## src/rtl/spi_slave.sv

```systemverilog
// SPI target controller: oversamples SCLK/CS_N/MOSI on clk_i, deserialises MOSI
// into an RX FIFO and serialises bytes from a TX FIFO onto MISO.
// Supports CPOL/CPHA modes 0-3 and MSB- or LSB-first bit order.
module spi_slave #(
    parameter int unsigned RX_BUFFER_SIZE = 16,
    parameter int unsigned TX_BUFFER_SIZE = 16,
    parameter int unsigned SYNC_STAGES    = 2
) (
    input  logic       clk_i,
    input  logic       rst_n_i,
    input  logic       sclk_i,
    input  logic       cs_n_i,
    input  logic       mosi_i,
    output logic       miso_o,
    output logic       miso_oe_o,
    input  logic       clock_pol_i,
    input  logic       clock_pha_i,
    input  logic       bit_order_i,
    input  logic       tx_write_i,
    input  logic [7:0] tx_data_i,
    output logic       tx_full_o,
    input  logic       rx_read_i,
    output logic [7:0] rx_data_o,
    output logic       rx_empty_o,
    input  logic       clear_errors_i,
    output logic       rx_overrun_o,
    output logic       tx_underrun_o,
    output logic       busy_o,
    output logic       frame_done_o,
    output logic       interrupt_o
);

    localparam int unsigned RX_AW = $clog2(RX_BUFFER_SIZE);
    localparam int unsigned TX_AW = $clog2(TX_BUFFER_SIZE);
    localparam logic [RX_AW:0] RX_DEPTH = (RX_AW + 1)'(RX_BUFFER_SIZE);
    localparam logic [TX_AW:0] TX_DEPTH = (TX_AW + 1)'(TX_BUFFER_SIZE);

    typedef enum logic {IDLE, ACTIVE} state_t;

    // pin synchronisers and edge history
    logic [SYNC_STAGES-1:0] sclk_sync, cs_sync, mosi_sync;
    logic                   sclk_hist, cs_hist;
    logic                   sclk_s, cs_s, mosi_s;

    // frame state
    state_t     state;
    logic       cpol_q, cpha_q, order_q;
    logic [2:0] bit_cnt;
    logic       load_pending;
    logic [7:0] tx_shift, rx_shift;
    logic       rx_push;
    logic [7:0] rx_byte;

    // FIFO storage
    logic [7:0]       rx_mem [RX_BUFFER_SIZE];
    logic [RX_AW-1:0] rx_wr, rx_rd;
    logic [RX_AW:0]   rx_count;
    logic [7:0]       tx_mem [TX_BUFFER_SIZE];
    logic [TX_AW-1:0] tx_wr, tx_rd;
    logic [TX_AW:0]   tx_count;

    // decoded events
    logic       sclk_rise, sclk_fall, cs_fall, cs_rise;
    logic       lead_edge, trail_edge, sample_edge, shift_edge;
    logic       frame_start, frame_end, do_sample, do_shift, byte_done;
    logic       tx_load, tx_pop, tx_empty, tx_wr_en;
    logic       load_order;
    logic [7:0] load_byte, rx_next;
    logic       rx_full, rx_wr_en, rx_pop;

    assign sclk_s = sclk_sync[SYNC_STAGES-1];
    assign cs_s   = cs_sync[SYNC_STAGES-1];
    assign mosi_s = mosi_sync[SYNC_STAGES-1];

    assign sclk_rise = sclk_s & ~sclk_hist;
    assign sclk_fall = ~sclk_s & sclk_hist;
    assign cs_fall   = ~cs_s & cs_hist;
    assign cs_rise   = cs_s & ~cs_hist;

    assign lead_edge   = cpol_q ? sclk_fall : sclk_rise;
    assign trail_edge  = cpol_q ? sclk_rise : sclk_fall;
    assign sample_edge = cpha_q ? trail_edge : lead_edge;
    assign shift_edge  = cpha_q ? lead_edge : trail_edge;

    assign frame_start = (state == IDLE) & cs_fall;
    assign frame_end   = (state == ACTIVE) & cs_rise;
    assign do_sample   = (state == ACTIVE) & ~cs_rise & sample_edge;
    assign do_shift    = (state == ACTIVE) & ~cs_rise & shift_edge;
    assign byte_done   = do_sample & (bit_cnt == 3'd7);

    // CPHA=0 needs its first bit on MISO before the first edge, so it loads at frame start
    assign tx_load    = (frame_start & ~clock_pha_i) | (do_shift & load_pending);
    assign tx_pop     = tx_load & ~tx_empty;
    assign load_byte  = tx_empty ? 8'hFF : tx_mem[tx_rd];
    assign load_order = frame_start ? bit_order_i : order_q;
    assign rx_next    = order_q ? {mosi_s, rx_shift[7:1]} : {rx_shift[6:0], mosi_s};

    assign tx_full_o   = (tx_count == TX_DEPTH);
    assign tx_empty    = (tx_count == '0);
    assign tx_wr_en    = tx_write_i & ~tx_full_o;
    assign rx_full     = (rx_count == RX_DEPTH);
    assign rx_empty_o  = (rx_count == '0);
    assign rx_wr_en    = rx_push & ~rx_full;
    assign rx_pop      = rx_read_i & ~rx_empty_o;
    assign rx_data_o   = rx_mem[rx_rd];
    assign interrupt_o = ~rx_empty_o | rx_overrun_o | tx_underrun_o;

    // bring asynchronous SPI pins into the clk_i domain and keep one cycle of history
    always_ff @(posedge clk_i or negedge rst_n_i) begin
        if (!rst_n_i) begin
            sclk_sync <= '0;
            cs_sync   <= '1;
            mosi_sync <= '0;
            sclk_hist <= 1'b0;
            cs_hist   <= 1'b1;
        end else begin
            sclk_sync <= {sclk_sync[SYNC_STAGES-2:0], sclk_i};
            cs_sync   <= {cs_sync[SYNC_STAGES-2:0], cs_n_i};
            mosi_sync <= {mosi_sync[SYNC_STAGES-2:0], mosi_i};
            sclk_hist <= sclk_s;
            cs_hist   <= cs_s;
        end
    end

    // frame FSM: mode latching, TX shift/load, RX sampling and registered pin outputs
    always_ff @(posedge clk_i or negedge rst_n_i) begin
        if (!rst_n_i) begin
            state        <= IDLE;
            cpol_q       <= 1'b0;
            cpha_q       <= 1'b0;
            order_q      <= 1'b0;
            bit_cnt      <= '0;
            load_pending <= 1'b0;
            tx_shift     <= '0;
            rx_shift     <= '0;
            rx_push      <= 1'b0;
            rx_byte      <= '0;
            miso_o       <= 1'b0;
            miso_oe_o    <= 1'b0;
            busy_o       <= 1'b0;
            frame_done_o <= 1'b0;
        end else begin
            frame_done_o <= 1'b0;
            // a completed byte is pushed even if CS_N rises right after it
            rx_push      <= byte_done;
            if (byte_done) begin
                rx_byte <= rx_next;
            end
            case (state)
                IDLE: begin
                    if (frame_start) begin
                        state        <= ACTIVE;
                        cpol_q       <= clock_pol_i;
                        cpha_q       <= clock_pha_i;
                        order_q      <= bit_order_i;
                        busy_o       <= 1'b1;
                        miso_oe_o    <= 1'b1;
                        bit_cnt      <= '0;
                        load_pending <= clock_pha_i;
                        if (tx_load) begin
                            tx_shift <= load_byte;
                            miso_o   <= load_order ? load_byte[0] : load_byte[7];
                        end
                    end
                end
                ACTIVE: begin
                    if (frame_end) begin
                        state        <= IDLE;
                        busy_o       <= 1'b0;
                        miso_oe_o    <= 1'b0;
                        miso_o       <= 1'b0;
                        bit_cnt      <= '0;
                        load_pending <= 1'b0;
                        frame_done_o <= 1'b1;
                    end else begin
                        if (do_shift) begin
                            if (load_pending) begin
                                tx_shift     <= load_byte;
                                miso_o       <= load_order ? load_byte[0] : load_byte[7];
                                load_pending <= 1'b0;
                            end else begin
                                tx_shift <= order_q ? {1'b0, tx_shift[7:1]} : {tx_shift[6:0], 1'b0};
                                miso_o   <= order_q ? tx_shift[1] : tx_shift[6];
                            end
                        end
                        if (do_sample) begin
                            rx_shift <= rx_next;
                            bit_cnt  <= bit_cnt + 3'd1;
                            if (bit_cnt == 3'd7) begin
                                load_pending <= 1'b1;
                            end
                        end
                    end
                end
                default: state <= IDLE;
            endcase
        end
    end

    // sticky error flags; a fresh error beats a simultaneous clear
    always_ff @(posedge clk_i or negedge rst_n_i) begin
        if (!rst_n_i) begin
            rx_overrun_o  <= 1'b0;
            tx_underrun_o <= 1'b0;
        end else begin
            if (rx_push && rx_full) begin
                rx_overrun_o <= 1'b1;
            end else if (clear_errors_i) begin
                rx_overrun_o <= 1'b0;
            end
            if (tx_load && tx_empty) begin
                tx_underrun_o <= 1'b1;
            end else if (clear_errors_i) begin
                tx_underrun_o <= 1'b0;
            end
        end
    end

    // TX FIFO storage (contents are only read while occupied)
    always_ff @(posedge clk_i) begin
        if (tx_wr_en) begin
            tx_mem[tx_wr] <= tx_data_i;
        end
    end

    // TX FIFO pointers and occupancy
    always_ff @(posedge clk_i or negedge rst_n_i) begin
        if (!rst_n_i) begin
            tx_wr    <= '0;
            tx_rd    <= '0;
            tx_count <= '0;
        end else begin
            if (tx_wr_en) begin
                tx_wr <= tx_wr + 1'b1;
            end
            if (tx_pop) begin
                tx_rd <= tx_rd + 1'b1;
            end
            case ({tx_wr_en, tx_pop})
                2'b10:   tx_count <= tx_count + 1'b1;
                2'b01:   tx_count <= tx_count - 1'b1;
                default: tx_count <= tx_count;
            endcase
        end
    end

    // RX FIFO storage, cleared so the head reads zero out of reset
    always_ff @(posedge clk_i or negedge rst_n_i) begin
        if (!rst_n_i) begin
            rx_mem <= '{default: '0};
        end else if (rx_wr_en) begin
            rx_mem[rx_wr] <= rx_byte;
        end
    end

    // RX FIFO pointers and occupancy
    always_ff @(posedge clk_i or negedge rst_n_i) begin
        if (!rst_n_i) begin
            rx_wr    <= '0;
            rx_rd    <= '0;
            rx_count <= '0;
        end else begin
            if (rx_wr_en) begin
                rx_wr <= rx_wr + 1'b1;
            end
            if (rx_pop) begin
                rx_rd <= rx_rd + 1'b1;
            end
            case ({rx_wr_en, rx_pop})
                2'b10:   rx_count <= rx_count + 1'b1;
                2'b01:   rx_count <= rx_count - 1'b1;
                default: rx_count <= rx_count;
            endcase
        end
    end

endmodule

```

## config.mk

```make
export PLATFORM = sky130hd
export DESIGN_NAME = spi_slave
export DESIGN_NICKNAME = d
export VERILOG_FILES = /design/src/rtl/spi_slave.sv
export SDC_FILE = /design/constraint.sdc
export NUM_CORES = 1
export LEC_CHECK = 0
export CAP_MARGIN = 20
export CORE_MARGIN = 1
export CORE_UTILIZATION = 35
export CTS_CLUSTER_DIAMETER = 60
export DETAILED_ROUTE_END_ITERATION = 10
export DONT_BUFFER_PORTS = 1
export HOLD_SLACK_MARGIN = 0.05
export PLACE_DENSITY = 0.51
export SKIP_CTS_REPAIR_TIMING = 1
export SLEW_MARGIN = 0
export SYNTH_ARGS = -nofsm -noshare
export SYNTH_HDL_FRONTEND = slang
export SYNTH_SLANG_ARGS = --single-unit
```

## constraint.sdc

```tcl
create_clock -name clk_i -period 3.9 [get_ports clk_i]
set_input_delay 0.195 -clock clk_i [delete_from_list [all_inputs] [get_ports clk_i]]
set_output_delay 0.195 -clock clk_i [all_outputs]
set_load 0.02 [all_outputs]
```

==> impl_summary.log <==
INFO  metric crit_chain = nor4_1, nand2b_1, nand2_1, nor2_2, ha_1, xor2_1, ha_1, nand3b_1, o21ai_0, a222oi_1, nor2_1, xor2_1
INFO  metric dpl.hpwl = about 18 mm
INFO  metric critical_path.startpoint_type = flip-flop
INFO  metric cts.sinks = between 300 and 400
INFO  metric worstSetupEndpoint = tx_count[4]$_DFFE_PN0P_
INFO  metric floorplan.die.height = between 200 and 250 um
INFO  metric worst_hold_slack = -0.642 ns
INFO  metric pins_over_their_slew_limit = 0
INFO  metric finalClockSkew = 0.0145 ns
INFO  metric endpoint_kind = flip-flop
INFO  metric antenna_violating_nets_post_route = 0
INFO  metric dp_slack = just over 0.9 ns
INFO  metric family_with_the_most_delay_on_the_worst_path = simple AND/OR/NAND/NOR gates
INFO  metric synth.yosys.seq_area_share = about three fifths
INFO  metric final-setup-viol-count = 0
INFO  metric clock_tree_from_tritoncts = done
INFO  metric synthMostInstantiatedCell = dfrtp_1
INFO  metric min_path_type = in2async
INFO  metric worst_stage_delay_on_the_critical_path = roughly 0.45 ns
INFO  metric cp_num_cells = 12
INFO  metric cts_made_buffers = 40
INFO  metric maxCapViolCount = 0
INFO  metric met1Wirelength = around 14 mm
INFO  metric drtIter0Drc = roughly 530
INFO  metric regToRegStartpoint = tx_count[1]$_DFFE_PN0P_
INFO  metric power.leakage = between 6 and 7 nW
INFO  metric grt_first_pass_wirelength = around 47 mm
INFO  metric setup_total_negative_slack = 0 ns
INFO  metric synth_top_area_cell = dfrtp_1
INFO  metric die-area = about 42,000 sq um
INFO  metric syn-cell-area = roughly 15,000 sq um
INFO  metric synthTopCellsByArea = dfrtp_1 34%, edfxtp_1 26%, mux2_2 10%
INFO  metric floorplan.initialDensity = 35.6%
INFO  metric min_period_over_period = 76.5%
INFO  metric depth_of_the_most_critical_reg_to_reg_path = 12
INFO  metric reg2reg_setup_slack = a little over 0.9 ns
INFO  metric cp.required = roughly 4.3 ns
INFO  metric nets = 967
INFO  metric power.density_cell_area = between 600 and 700 nW/um^2
INFO  metric synth-edff-count = approximately 130
INFO  metric proportion_of_synthesized_flip_flops_having_asynchronous_set_or_reset = 61.0%
INFO  metric cts_root_buf = clkbuf_16
INFO  metric areaGrowthSynthToFinish = 12.7%
INFO  metric ys_warn_count = 0
INFO  metric via_per_inst = slightly above 5
INFO  metric ys_seq_elements = around 330
INFO  metric cts-htree-levels = 2
INFO  metric vias = ~7,600
INFO  metric cts.path.max_buffers = 3
INFO  metric clkLatencyLatePin = ~0.55 ns
INFO  metric route.top_layer_used = met5
INFO  metric grt_max_degree = 201
INFO  metric post_synth.cell_area_avg = approximately 16 sq um
INFO  metric synth_commonest_cells = 197 x dfrtp_1, 129 x mux2_2, 128 x edfxtp_1
INFO  metric overflow = 0
INFO  metric synth.top_cell.area_share = between 30% and 40%
INFO  metric number_of_cells_produced_by_synthesis = 913
INFO  metric wl_met2 = between 10 and 15 mm
INFO  metric number_of_i_o_port_buffers = 0
INFO  metric synth_flop_cell = dfrtp_1
INFO  metric rsz0062_at_grt = false
INFO  metric cp.arrival = 3.43 ns
INFO  metric track_usage = 15.0%
INFO  metric gp_congestion = 0.744
INFO  metric drc = 0
INFO  metric grt_antenna_before_repair = 3
INFO  metric detailedRoute.firstPassIterationCount = 4
INFO  metric cts.reportedPaths.clkPinSlew = ~0.060 ns
INFO  metric syn_nets = 952
INFO  metric ir_drop = between 0.3 and 0.4 mV
INFO  metric top_level_ports = 36
INFO  metric fraction_of_layout_instances_using_a_drive_strength_above_1 = 27.5%
INFO  metric criticalPathCategory = reg2reg
INFO  metric worst_pin_slew = ~1.0 ns
INFO  metric slowest_stage = dfrtp_1
INFO  metric outcome = finished with violations
INFO  metric routed_wire_length_per_instance = a little over 20 um
INFO  metric period_needed = 2.98 ns
INFO  metric cell_row_count = 74
INFO  metric first_global_vias = just under 8,000
INFO  metric worst-path-buf-inv = 0
INFO  metric max_freq = 335 MHz
INFO  metric dr_wl_met3 = ~1.2 mm
INFO  metric worst_setup_startpoint = tx_count[1]$_DFFE_PN0P_
INFO  metric synthDistinctLibCells = 54
INFO  metric post_route_total_power = between 0.01 and 0.015 W
INFO  metric core_region_area = 40,900 sq um
INFO  metric postRouteWirelength = a little over 30 mm
INFO  metric violations = negative hold slack
INFO  metric setup_slack = around 0.92 ns
INFO  metric horizontal_extent_of_the_die = around 200 um
INFO  metric rr_endpoint = tx_count[4]$_DFFE_PN0P_
INFO  metric crit_path_max_fanout = 11
INFO  metric timing_hold_violations_final = 200
INFO  metric max-slew-margin-rel = 32.3%
-- flip-flops by register name, summed over array words and instances (netlist names), 2 cells and up --
signal and count:
rx_mem 128, rx_wr 4, cs_sync 2, rx_shift 8, tx_shift 8, rx_rd 4
tx_mem 128, tx_wr 4, tx_rd 4, bit_cnt 3, sclk_sync 2, tx_count 5
rx_byte 8, rx_count 5, mosi_sync 2
-- placed cells by master (no fill, tap or decap), types with 3 or more instances in the layout --
cell	instances
and2_1	3
nand3b_1	5
xnor2_1	13
dfstp_2	3
nand2b_1	9
nor3_1	4
o31ai_1	6
edfxtp_1	128
mux4_1	38
inv_6	4
a211oi_1	4
nand3_2	12
nor3_2	3
a21o_1	3
xor2_1	11
clkinv_2	5
clkbuf_1	9
o22ai_1	9
mux2i_1	31
nand3_1	4
inv_1	18
mux4_2	30
dfrtp_1	195
buf_4	11
nand2_1	46
bufinv_16	3
nor2b_1	7
ha_1	19
o21ai_0	33
dlygate4sd3_1	16
mux2_2	129
clkbuf_16	41
nor2_1	28
o211ai_1	3
clkbuf_8	3
nand4_1	6
a21oi_1	32
-- worst min path at each step --
| stage | to | cells past startpoint | slack (ns) | from |
|---|---|---|---|---|
| after global routing | rx_push$_DFF_PN0_ | 0 | -0.69 | rst_n_i |
| after detailed placement | tx_underrun_o$_DFFE_PN0P_ | 0 | -0.08 | rst_n_i |
| after global placement | tx_underrun_o$_DFFE_PN0P_ | 0 | -0.08 | rst_n_i |
| after CTS | rx_push$_DFF_PN0_ | 0 | -0.68 | rst_n_i |
| final | tx_underrun_o$_DFFE_PN0P_ | 0 | -0.64 | rst_n_i |
| after floorplan | bit_cnt[0]$_DFFE_PN0P_ | 0 | -0.10 | rst_n_i |
-- report_power, final --
group / total (W) / internal, W / switching (W)
Sequential: 0.00440 / 0.00395 / 0.000447
Combinational: 0.00209 / 0.00102 / 0.00107
Clock: 0.00368 / 0.00220 / 0.00147
Total: 0.0102 / 0.00717 / 0.00299
-- routing by layer --
metal  up-vias  GRT usage (%)
met3        45           3.39
met2        94           24.7
met4         2           4.65
li1       3509              -
met1      3942           19.7
met5         -              0
-- stage by stage --
| stage | cell area (sq um) | std cells | hold WS (ns) | util (%) |
|---|---|---|---|---|
| 6_report | 16400 | 1491 | -0.642 | 40.1 |
| 5_1_grt | 16400 | 1490 | -0.693 | 40.1 |
| 4_1_cts | 16300 | 1473 | -0.685 | 39.7 |
| 3_5_place_dp | 15000 | 1402 | -0.0833 | 36.6 |
| 3_3_place_gp | 15000 | 1402 | -0.0840 | 36.6 |
| 2_1_floorplan | 14600 | 913 | -0.101 | - |
-- layout make-up --
type / instances / area [sq um]
inverters: 19 / 71.3
clock buffers: 53 / 1100
diodes: 2 / 5.00
well taps: 532 / 666
fillers: 3760 / 24500
clock inverters: 18 / 200
repair buffers: 27 / 243
multi-input cells: 512 / 5290
flip-flops and latches: 328 / 8850
-- kinds of logic (layout without fill, tap and decap cells) --
group	after synthesis	count (layout)	share of synthesized area [%]
and+or+nand+nor	138	138	5.10
muxes	229	229	23.7
AOI/OAI and AO/OA	100	100	4.07
adders and majority gates	20	20	1.77
xor gates and xnor gates	25	25	1.55
DFF	328	328	60.8
buffers and inverters	73	117	3.08
other	0	2	0
No activity file was read; power rests on OpenSTA's default activity.
